--- src/rtl/vga_pkg.sv ---
// Shared VGA definitions: pixel format, 800x600 timing constants, fetch FSM states.
package vga_pkg;

  localparam int unsigned RGB_W = 12;

  localparam int unsigned H_VISIBLE     = 800;
  localparam int unsigned H_FRONT_PORCH = 56;
  localparam int unsigned H_SYNC_PULSE  = 120;
  localparam int unsigned H_BACK_PORCH  = 64;
  localparam int unsigned H_TOTAL       = H_VISIBLE + H_FRONT_PORCH + H_SYNC_PULSE + H_BACK_PORCH;

  localparam int unsigned V_VISIBLE     = 600;
  localparam int unsigned V_FRONT_PORCH = 37;
  localparam int unsigned V_SYNC_PULSE  = 6;
  localparam int unsigned V_BACK_PORCH  = 23;
  localparam int unsigned V_TOTAL       = V_VISIBLE + V_FRONT_PORCH + V_SYNC_PULSE + V_BACK_PORCH;

  // {R[3:0], G[3:0], B[3:0]}
  typedef logic [RGB_W-1:0] rgb_t;

  typedef enum logic [1:0] {
    ST_IDLE,
    ST_FETCH,
    ST_DONE
  } fetch_state_e;

endpackage

--- src/rtl/vga_fb_arbiter_if.sv ---
// Display, writer and framebuffer-memory signals of the arbiter.
interface vga_fb_arbiter_if #(
  parameter int unsigned ADDR_W = 19
) ();

  logic               frame_start;
  logic               pix_rd;
  vga_pkg::rgb_t      pix_data;
  logic               pix_valid;
  logic               underflow;
  logic               wr_valid;
  logic               wr_ready;
  logic [ADDR_W-1:0]  wr_addr;
  vga_pkg::rgb_t      wr_data;
  logic               mem_re;
  logic               mem_we;
  logic [ADDR_W-1:0]  mem_addr;
  vga_pkg::rgb_t      mem_wdata;
  vga_pkg::rgb_t      mem_rdata;

  // Arbiter side
  modport slave (
    input  frame_start, pix_rd, wr_valid, wr_addr, wr_data, mem_rdata,
    output pix_data, pix_valid, underflow, wr_ready, mem_re, mem_we, mem_addr, mem_wdata
  );

  // Display / writer / memory side
  modport master (
    output frame_start, pix_rd, wr_valid, wr_addr, wr_data, mem_rdata,
    input  pix_data, pix_valid, underflow, wr_ready, mem_re, mem_we, mem_addr, mem_wdata
  );

endinterface

--- src/rtl/vga_pix_fifo.sv ---
// Synchronous pixel prefetch FIFO with flush and occupancy count.
module vga_pix_fifo
  import vga_pkg::*;
#(
  parameter int unsigned DEPTH = 16
) (
  input  logic                   clk_i,
  input  logic                   rst_i,
  input  logic                   flush_i,
  input  logic                   push_i,
  input  rgb_t                   wdata_i,
  input  logic                   pop_i,
  output rgb_t                   rdata_o,
  output logic [$clog2(DEPTH):0] count_o,
  output logic                   empty_o
);

  localparam int unsigned PW = $clog2(DEPTH);

  rgb_t          mem_q [DEPTH];
  logic [PW-1:0] wr_ptr_q, rd_ptr_q;
  logic [PW:0]   count_q;
  logic          full, do_push, do_pop;

  assign full    = (count_q == (PW+1)'(DEPTH));
  assign empty_o = (count_q == '0);
  assign do_pop  = pop_i && !empty_o;
  assign do_push = push_i && (!full || do_pop);
  assign rdata_o = mem_q[rd_ptr_q];
  assign count_o = count_q;

  // Storage is cleared on reset so the head reads zero until the first push.
  always_ff @(posedge clk_i) begin
    if (rst_i) begin
      wr_ptr_q <= '0;
      rd_ptr_q <= '0;
      count_q  <= '0;
      for (int unsigned i = 0; i < DEPTH; i++) mem_q[i] <= '0;
    end else if (flush_i) begin
      wr_ptr_q <= '0;
      rd_ptr_q <= '0;
      count_q  <= '0;
    end else begin
      if (do_push) begin
        mem_q[wr_ptr_q] <= wdata_i;
        wr_ptr_q        <= wr_ptr_q + PW'(1);
      end
      if (do_pop) rd_ptr_q <= rd_ptr_q + PW'(1);
      case ({do_push, do_pop})
        2'b10:   count_q <= count_q + (PW+1)'(1);
        2'b01:   count_q <= count_q - (PW+1)'(1);
        default: count_q <= count_q;
      endcase
    end
  end

endmodule

--- src/rtl/vga_fb_arbiter.sv ---
// Framebuffer arbiter: shares one memory port between linear display prefetch and a pixel writer.
module vga_fb_arbiter
  import vga_pkg::*;
#(
  parameter int unsigned H_VISIBLE_AREA = H_VISIBLE,
  parameter int unsigned V_VISIBLE_AREA = V_VISIBLE,
  parameter int unsigned ADDR_W         = 19,
  parameter int unsigned FIFO_DEPTH     = 16
) (
  input  logic            VGA_CLK,
  input  logic            RESET,
  vga_fb_arbiter_if.slave bus
);

  localparam int unsigned        CNT_W     = $clog2(FIFO_DEPTH) + 1;
  localparam logic [CNT_W-1:0]   DEPTH_C   = CNT_W'(FIFO_DEPTH);
  localparam logic [CNT_W-1:0]   HALF_C    = CNT_W'(FIFO_DEPTH / 2);
  localparam logic [ADDR_W-1:0]  LAST_ADDR = ADDR_W'(H_VISIBLE_AREA * V_VISIBLE_AREA - 1);

  fetch_state_e      state_q;
  logic [ADDR_W-1:0] fetch_addr_q, mem_addr_q;
  rgb_t              mem_wdata_q;
  logic              mem_re_q, mem_we_q;
  logic              rd_pend_q;     // read whose data is on mem_rdata this cycle
  logic              prio_wr_q;     // contended-grant priority: 0 = read, 1 = write
  logic              underflow_q;

  logic [CNT_W-1:0]  occ, inflight;
  logic              fifo_empty, fifo_push, fifo_pop;
  rgb_t              fifo_head;
  logic              rd_req, rd_gnt, wr_gnt, contended;

  // A frame_start flush also kills the read whose data is arriving right now.
  assign fifo_push = rd_pend_q && !bus.frame_start;
  assign fifo_pop  = bus.pix_rd && !fifo_empty;

  vga_pix_fifo #(
    .DEPTH (FIFO_DEPTH)
  ) u_fifo (
    .clk_i   (VGA_CLK),
    .rst_i   (RESET),
    .flush_i (bus.frame_start),
    .push_i  (fifo_push),
    .wdata_i (bus.mem_rdata),
    .pop_i   (fifo_pop),
    .rdata_o (fifo_head),
    .count_o (occ),
    .empty_o (fifo_empty)
  );

  // Request generation and one-grant-per-cycle arbitration.
  always_comb begin
    inflight  = CNT_W'(mem_re_q) + CNT_W'(rd_pend_q);
    rd_req    = (state_q == ST_FETCH) && !bus.frame_start && ((occ + inflight) < DEPTH_C);
    contended = rd_req && bus.wr_valid && (occ >= HALF_C);
    rd_gnt    = 1'b0;
    wr_gnt    = 1'b0;
    if (!RESET) begin
      if (rd_req && bus.wr_valid) begin
        if ((occ < HALF_C) || !prio_wr_q) rd_gnt = 1'b1;
        else                              wr_gnt = 1'b1;
      end else begin
        rd_gnt = rd_req;
        wr_gnt = bus.wr_valid;
      end
    end
  end

  // Fetch FSM, registered memory strobes, read pipeline, priority and underflow tracking.
  always_ff @(posedge VGA_CLK) begin
    if (RESET) begin
      state_q      <= ST_IDLE;
      fetch_addr_q <= '0;
      mem_re_q     <= 1'b0;
      mem_we_q     <= 1'b0;
      mem_addr_q   <= '0;
      mem_wdata_q  <= '0;
      rd_pend_q    <= 1'b0;
      prio_wr_q    <= 1'b0;
      underflow_q  <= 1'b0;
    end else begin
      mem_re_q  <= rd_gnt;
      mem_we_q  <= wr_gnt;
      rd_pend_q <= mem_re_q && !bus.frame_start;
      if (rd_gnt) begin
        mem_addr_q <= fetch_addr_q;
      end else if (wr_gnt) begin
        mem_addr_q  <= bus.wr_addr;
        mem_wdata_q <= bus.wr_data;
      end
      if (contended) prio_wr_q <= !prio_wr_q;
      if (bus.pix_rd && fifo_empty) underflow_q <= 1'b1;

      if (bus.frame_start) begin
        state_q      <= ST_FETCH;
        fetch_addr_q <= '0;
      end else begin
        unique case (state_q)
          ST_IDLE:  fetch_addr_q <= '0;
          ST_FETCH: begin
            if (rd_gnt) begin
              fetch_addr_q <= fetch_addr_q + ADDR_W'(1);
              if (fetch_addr_q == LAST_ADDR) state_q <= ST_DONE;
            end
          end
          ST_DONE:  state_q <= ST_DONE;
        endcase
      end
    end
  end

  assign bus.wr_ready  = wr_gnt;
  assign bus.mem_re    = mem_re_q;
  assign bus.mem_we    = mem_we_q;
  assign bus.mem_addr  = mem_addr_q;
  assign bus.mem_wdata = mem_wdata_q;
  assign bus.pix_data  = fifo_head;
  assign bus.pix_valid = !fifo_empty;
  assign bus.underflow = underflow_q;

endmodule

--- src/flat_wrapper.sv ---
// flat-port wrapper written by rule: the top's interface ports become plain ports
module vga_fb_arbiter_flat import vga_pkg::*;
#(
  parameter int unsigned H_VISIBLE_AREA = H_VISIBLE,
  parameter int unsigned V_VISIBLE_AREA = V_VISIBLE,
  parameter int unsigned ADDR_W         = 19,
  parameter int unsigned FIFO_DEPTH     = 16
)
  (VGA_CLK, RESET, bus_frame_start, bus_pix_rd, bus_wr_valid, bus_wr_addr, bus_wr_data, bus_mem_rdata, bus_pix_data, bus_pix_valid, bus_underflow, bus_wr_ready, bus_mem_re, bus_mem_we, bus_mem_addr, bus_mem_wdata);
  vga_fb_arbiter_if #(.ADDR_W(ADDR_W)) bus_i ();
  input  logic VGA_CLK;
  input  logic RESET;
  input wire logic [$bits(bus_i.frame_start)-1:0] bus_frame_start;
  input wire logic [$bits(bus_i.pix_rd)-1:0] bus_pix_rd;
  input wire logic [$bits(bus_i.wr_valid)-1:0] bus_wr_valid;
  input wire logic [$bits(bus_i.wr_addr)-1:0] bus_wr_addr;
  input wire logic [$bits(bus_i.wr_data)-1:0] bus_wr_data;
  input wire logic [$bits(bus_i.mem_rdata)-1:0] bus_mem_rdata;
  output wire logic [$bits(bus_i.pix_data)-1:0] bus_pix_data;
  output wire logic [$bits(bus_i.pix_valid)-1:0] bus_pix_valid;
  output wire logic [$bits(bus_i.underflow)-1:0] bus_underflow;
  output wire logic [$bits(bus_i.wr_ready)-1:0] bus_wr_ready;
  output wire logic [$bits(bus_i.mem_re)-1:0] bus_mem_re;
  output wire logic [$bits(bus_i.mem_we)-1:0] bus_mem_we;
  output wire logic [$bits(bus_i.mem_addr)-1:0] bus_mem_addr;
  output wire logic [$bits(bus_i.mem_wdata)-1:0] bus_mem_wdata;
  assign bus_i.frame_start = bus_frame_start;
  assign bus_i.pix_rd = bus_pix_rd;
  assign bus_i.wr_valid = bus_wr_valid;
  assign bus_i.wr_addr = bus_wr_addr;
  assign bus_i.wr_data = bus_wr_data;
  assign bus_i.mem_rdata = bus_mem_rdata;
  assign bus_pix_data = bus_i.pix_data;
  assign bus_pix_valid = bus_i.pix_valid;
  assign bus_underflow = bus_i.underflow;
  assign bus_wr_ready = bus_i.wr_ready;
  assign bus_mem_re = bus_i.mem_re;
  assign bus_mem_we = bus_i.mem_we;
  assign bus_mem_addr = bus_i.mem_addr;
  assign bus_mem_wdata = bus_i.mem_wdata;
  vga_fb_arbiter #(.H_VISIBLE_AREA(H_VISIBLE_AREA), .V_VISIBLE_AREA(V_VISIBLE_AREA), .ADDR_W(ADDR_W), .FIFO_DEPTH(FIFO_DEPTH)) u_core (.VGA_CLK(VGA_CLK), .RESET(RESET), .bus(bus_i));
endmodule
--- config.mk ---
export PLATFORM = sky130hd
export DESIGN_NAME = vga_fb_arbiter_flat
export DESIGN_NICKNAME = d
export VERILOG_FILES = /design/src/rtl/vga_pkg.sv /design/src/rtl/vga_fb_arbiter_if.sv /design/src/rtl/vga_pix_fifo.sv /design/src/rtl/vga_fb_arbiter.sv /design/src/flat_wrapper.sv
export SDC_FILE = /design/constraint.sdc
export NUM_CORES = 1
export LEC_CHECK = 0
export BUFFER_PORTS_ARGS = -buffer_cell sky130_fd_sc_hd__buf_2
export CAP_MARGIN = 40
export CELL_PAD_IN_SITES_DETAIL_PLACEMENT = 1
export CELL_PAD_IN_SITES_GLOBAL_PLACEMENT = 2
export CORE_MARGIN = 2
export CORE_UTILIZATION = 42
export DETAILED_ROUTE_END_ITERATION = 10
export GPL_TIMING_DRIVEN = 0
export PLACE_DENSITY_LB_ADDON = 0.1
export SYNTH_ARGS = -nofsm -noshare
export SYNTH_HDL_FRONTEND = slang
export SYNTH_SLANG_ARGS = --single-unit
--- constraint.sdc ---
create_clock -name VGA_CLK -period 3.1 [get_ports VGA_CLK]
set_input_delay 0.155 -clock VGA_CLK [delete_from_list [all_inputs] [get_ports VGA_CLK]]
set_output_delay 0.155 -clock VGA_CLK [all_outputs]
set_load 0.01 [all_outputs]
After elaboration in Yosys (flattened, before gate mapping)
Memory sizes are Yosys's and may differ from the RTL's. A register that Yosys moved wholly into a read port is not among the register bits.
Index checks and enable logic that the tools add are counted.
Widths: inputs -> output; s select.

storage, ports and cells
  register bits = 70
  bits in writable memories = 192
  word-level logic and storage cells = 90
  memories = 1

memory list
  name                 words  bits a word  read ports  clocked after Yosys merged registers in  wr ports  line                RTL
  u_core.u_fifo.mem_q  16     12           1           1                                        16        vga_pix_fifo.sv:20  rgb_t mem_q [DEPTH];

cells by class
  add/sub/neg operators = 7
  $lt $le $gt $ge = 3
  eq/ne operators = 10
  muxes and demuxes = 26
  bitwise operators = 1
  reductions and logical operators = 29

operator list
  cell                   count
  $mux 19                3
  $pmux 19 s2            1
  $add 19x1->19 const B  1
  $eq 19x19->1 const B   1
  $mux 1                 14
  $mux 12                1
  $mux 4                 3
  $reduce_or 12->1       1
  $logic_and 1x1->1      10
  $pmux 5 s2             1
  $add 4x1->4 const B    2
  $reduce_bool 2->1      4
  $reduce_and 3->1       2
  $add 5x1->5 const B    1
  $add 5x5->5            1
  $eq 5x5->1 const B     1
  $ge 5x4->1 const B     1
  $logic_not 5->1        1
  $lt 5x4->1 const B     1
  $lt 5x5->1 const B     1
  $sub 5x1->5 const B    1
  $eq 2x1->1 const B     2
  $eq 2x2->1 const B     2
  $logic_not 1->1        4
  other kinds (13)       16

Depth between registers and ports, before layout
  word-level depth = 12
  mapped depth = 9

Modules after synthesis
From an unflattened synthesis, not the netlist that was laid out.

unflattened totals
  cells, all modules = 983
  area total of the unflattened synthesis = 12089.1 um^2

modules (own cells, without submodules)
  module          times used  cells an instance  area each (um^2)  seq. area each (um^2)
  vga_pix_fifo    1           698                9449.1            6105.9
  vga_fb_arbiter  1           285                2640.0            1141.1

Worst setup path after synthesis
OpenSTA, ideal clock, no wires.

  path kind = flip-flop to flip-flop
  start point = reg u_core.u_fifo.count_q[3], in the netlist u_core.u_fifo.count_o[3]
  end point = reg u_core.u_fifo.count_q[4], in the netlist u_core.u_fifo.count_o[4]
  arrival time = 2.458 ns
  data required time = 2.969 ns
  path slack = 0.511 ns
  cell stages (with the launch flop) = 10
  buffers on the path = 0
  cells stage by stage = dfxtp_1 or4_1 o221ai_1 inv_1 ha_1 nor2b_1 o21ai_0 nor3b_1 o21ai_0 nor3b_1

on the way
  cells in the longest elaborated chain, start to end = 8
  elaborated cells on any way between the ends = 14
  those cells by class = 2 x add/sub; 3 x eq/ne; 1 x mux; 8 x reduce/logical

RTL lines
  item                                                    line                                      RTL
  start: declaration                                      vga_pix_fifo.sv:22                        logic [PW:0] count_q;
  start signal: assignment                                vga_pix_fifo.sv:50                        2'b10: count_q <= count_q + (PW+1)'(1);
  start signal: assignment                                vga_pix_fifo.sv:51                        2'b01: count_q <= count_q - (PW+1)'(1);
  start signal: assignment                                vga_pix_fifo.sv:52                        default: count_q <= count_q;
  $logic_not 5->1                                         vga_pix_fifo.sv:26                        assign empty_o = (count_q == '0);
  $logic_not 1->1                                         vga_pix_fifo.sv:27, vga_fb_arbiter.sv:35
  $logic_and 1x1->1                                       vga_fb_arbiter.sv:35                      assign fifo_pop = bus.pix_rd && !fifo_empty;
  $logic_and 1x1->1                                       vga_pix_fifo.sv:27                        assign do_pop = pop_i && !empty_o;
  $logic_or 1x1->1                                        vga_pix_fifo.sv:28                        assign do_push = push_i && (!full || do_pop);
  $logic_and 1x1->1                                       vga_pix_fifo.sv:28
  $eq 2x1->1 / $eq 2x2->1 (equally long branches)         vga_pix_fifo.sv:49                        case ({do_push, do_pop})
  $pmux 5 s2 / $reduce_bool 2->1 (equally long branches)  --

Parallel ways exist; a longest one is shown, timed or not.
A chain may end at the register's enable or synchronous reset.

==> results.cfg <==
[timing]
fin_hold_ws_ps = 13.6
setup_viol = 0
rsz0062_at_grt = no
max_freq_ghz = 0.339
hold_viol_final = 0
worst_slew_pin_slew_ps = 856
fin_crit_sh_pct = 95.2
fin_worst_skew_ps = 9.74
min_period_ps = 2950
final_max_slew_viol_count = 0
max_slew_margin_pct = 42.9
tns_ps = 0

[yosys]
yosys.area.top_type_share_pct = 47.0
syn_nets = 974
synth_edf_count = 192
synthCells = 914
synth_ff_type = edfxtp_1
synth_top_area_cell = edfxtp_1
async_reset_ff_share_pct = 0
yosys-top-cells-area = edfxtp_1 47%, dfxtp_1 12%, mux4_2 11%
ys_warn_count = 0
synth_cell_types = 61
netlist_area_um2 = 12300
synth_seq_cells = 266
yosysSeqAreaShare_pct = 59.1
post_synth.cell_area_avg_um2 = 13.4
synth_commonest_cells = 198 x and2_1, 192 x edfxtp_1, 74 x dfxtp_1, 60 x mux4_2, 56 x clkbuf_1
post-synth-top-count-cell = and2_1

[clocking]
clkTransAtPathRegs_ps = 60
cts_tree = done
numClockSinks = 266
cts_max_path_buffers = 3
clock-root-buffer = clkbuf_16
clock_latency_ps = 550
htree_levels = 1
cts_made_buffers = 30

[cells_and_area]
fin_nets = 1148
layout-drive-gt1-share_pct = 22.3
fin_util_pct = 51.5
area_growth_syn_to_layout_pct = 20.6
diodes = 0

[die]
core_area_um2 = 28700
dieWidth_um = 175
die_area_um2 = 30600
initial_core_util_pct = 42.7
std_cell_rows = 62
ios = 96
fp.dieH_um = 175

[grt]
gr-total-overflow = 0
grt_start_max_net_pins = 15
grt_pass1_vias = 8643
grt.total_usage_pct = 22.4
grt_pass1_wl_um = 52100
antenna_found_initial = 0

[drt]
viasPerCell = 5.35
wl_per_cell_um = 22.5
drt_iter0_drc = 479
routed_wl_um = 33700
postRouteAntennaNets = 0
via_count = 8006
firstDrtPassIters = 5
drc = 0

[power]
p_per_area_nw_per_um2 = 561
total_power_mw = 8.29
p_leak_nw = 5.49
ir_drop_uv = 388

[critical_path]
crit_required_ps = 2940
r2r-start = u_core.u_fifo.count_o[3]
critical-path-max-stage-delay_ps = 520
rr_worst_depth = 9
critPathCaptureType = primary output
crit_slowest_cell = mux4_2
startpoint_type = flip-flop
crit_type = flip-flop to primary output
path_cells = buf_1 -> buf_6 -> mux4_2 -> mux4_2 -> buf_2
r2r_end = u_core.u_fifo.count_o[4]
crit_path_end = bus_pix_data[8]
rrSetupSlack_ps = 270
cp_max_fo = 6
critPathArrivalTime_ps = 2800
crit_top_cell = mux4_2

[placed_design]
globalplace.congestion = 0.764
hpwl_um = 23300
io_buffers = 95

[hold_path]
hp-class = input port to flip-flop

[flow_run]
maxCapViolations = 0

[outcome]
status = complete, no violations
==> worst min-delay path by stage <==
stage,start,endpoint,slack (ps),cells past startpoint
floorplan,bus_frame_start,u_core.state_q[0],280,2
global placement,bus_wr_addr[9],u_core.bus.mem_addr[9],380,2
detailed placement,bus_wr_addr[0],u_core.bus.mem_addr[0],380,2
CTS,bus_mem_rdata[1],u_core.u_fifo.mem_q[4][1],0.7,2
global route,bus_mem_rdata[1],u_core.u_fifo.mem_q[3][1],20,2
finish,bus_mem_rdata[1],u_core.u_fifo.mem_q[4][1],10,2
==> metal layers <==
| layer | share of wire (%) | up-vias | track usage [%] |
|---|---|---|---|
| met5 | 0 | - | 0 |
| met4 | 2.2 | 0 | 5.49 |
| met3 | 3.3 | 44 | 2.87 |
| met2 | 52 | 145 | 41.2 |
| met1 | 42 | 4073 | 28.0 |
| li1 | - | 3744 | - |
==> state kept, by name, indices dropped and copies added (netlist names), named ones only <==
| signal | flops |
|---|---|
| u_core.u_fifo.count_o | 5 |
| u_core.u_fifo.mem_q | 192 |
| u_core.bus.mem_we | 1 |
| u_core.bus.mem_wdata | 12 |
| u_core.bus.underflow | 1 |
| u_core.bus.mem_addr | 19 |
| u_core.rd_pend_q | 1 |
| u_core.state_q | 2 |
| u_core.u_fifo.wr_ptr_q | 4 |
| u_core.prio_wr_q | 1 |
| u_core.u_fifo.rd_ptr_q | 4 |
| u_core.bus.mem_re | 1 |
| u_core.fetch_addr_q | 19 |
==> cells by family after synthesis <==
| kind of cell | share of synthesized area (%) |
|---|---|
| XOR/XNOR | 0.714 |
| multiplexers | 12.3 |
| adder cells (fa/ha/maj) | 1.29 |
| flip-flops | 59.1 |
| AO/OA/AOI/OAI | 6.04 |
| AND/OR/NAND/NOR | 17.8 |
| buffers and inverters | 2.76 |
==> layout make-up <==
type	count	area (µm²)
repair buffers	142	948
plain buffers	67	299
multi-input cells	566	4690
clock inverters	22	280
clock buffers	34	787
inverters	15	56.3
flip-flops and latches	266	7250
fillers	2944	13900
well taps	384	480
==> power by group <==
part / switching (mW) / internal, mW
clock network: 1.46 / 2.39
logic: 0.261 / 0.193
registers: 0.0467 / 3.94
total: 1.77 / 6.52
==> through the flow <==
stage               setup WS [ps]  cell area, µm²  instances
global route                 5.83           14800       1496
global placement              110           13200       1393
detailed placement           89.7           13200       1395
finish                        149           14800       1496
CTS                          75.3           14800       1496
floorplan                     511           12300        914
==> what timing repair did <==
action                                  in CTS  in global routing
endpoints found under the setup margin      13                  2
hold endpoints to repair                    98                  0
setup buffers                                0                  0
pin swaps                                    0                  0
hold buffers                                45                  0
resized for setup                            8                  4
==> cells in the final DEF (no fill, tap or decap), types with 9 or more instances in the layout <==
master,instances
or4_1,11
dfxtp_1,74
nand2_1,26
o211ai_1,9
nor4_1,11
edfxtp_1,192
mux4_2,60
nor2_1,48
inv_1,15
buf_2,97
or2_2,18
mux2i_1,16
a22o_1,15
a21o_1,16
ha_1,11
a31oi_1,13
dlygate4sd3_1,45
clkbuf_16,31
and2_1,198
clkbuf_1,55
nand3_1,12
==> worst max-delay path: cells and delay by family (launching register included) <==
kind	cells	cell delay, ps
mux	2	1040
buf+inv	3	850
flops	1	360
Power figures use the tool's default switching activity.
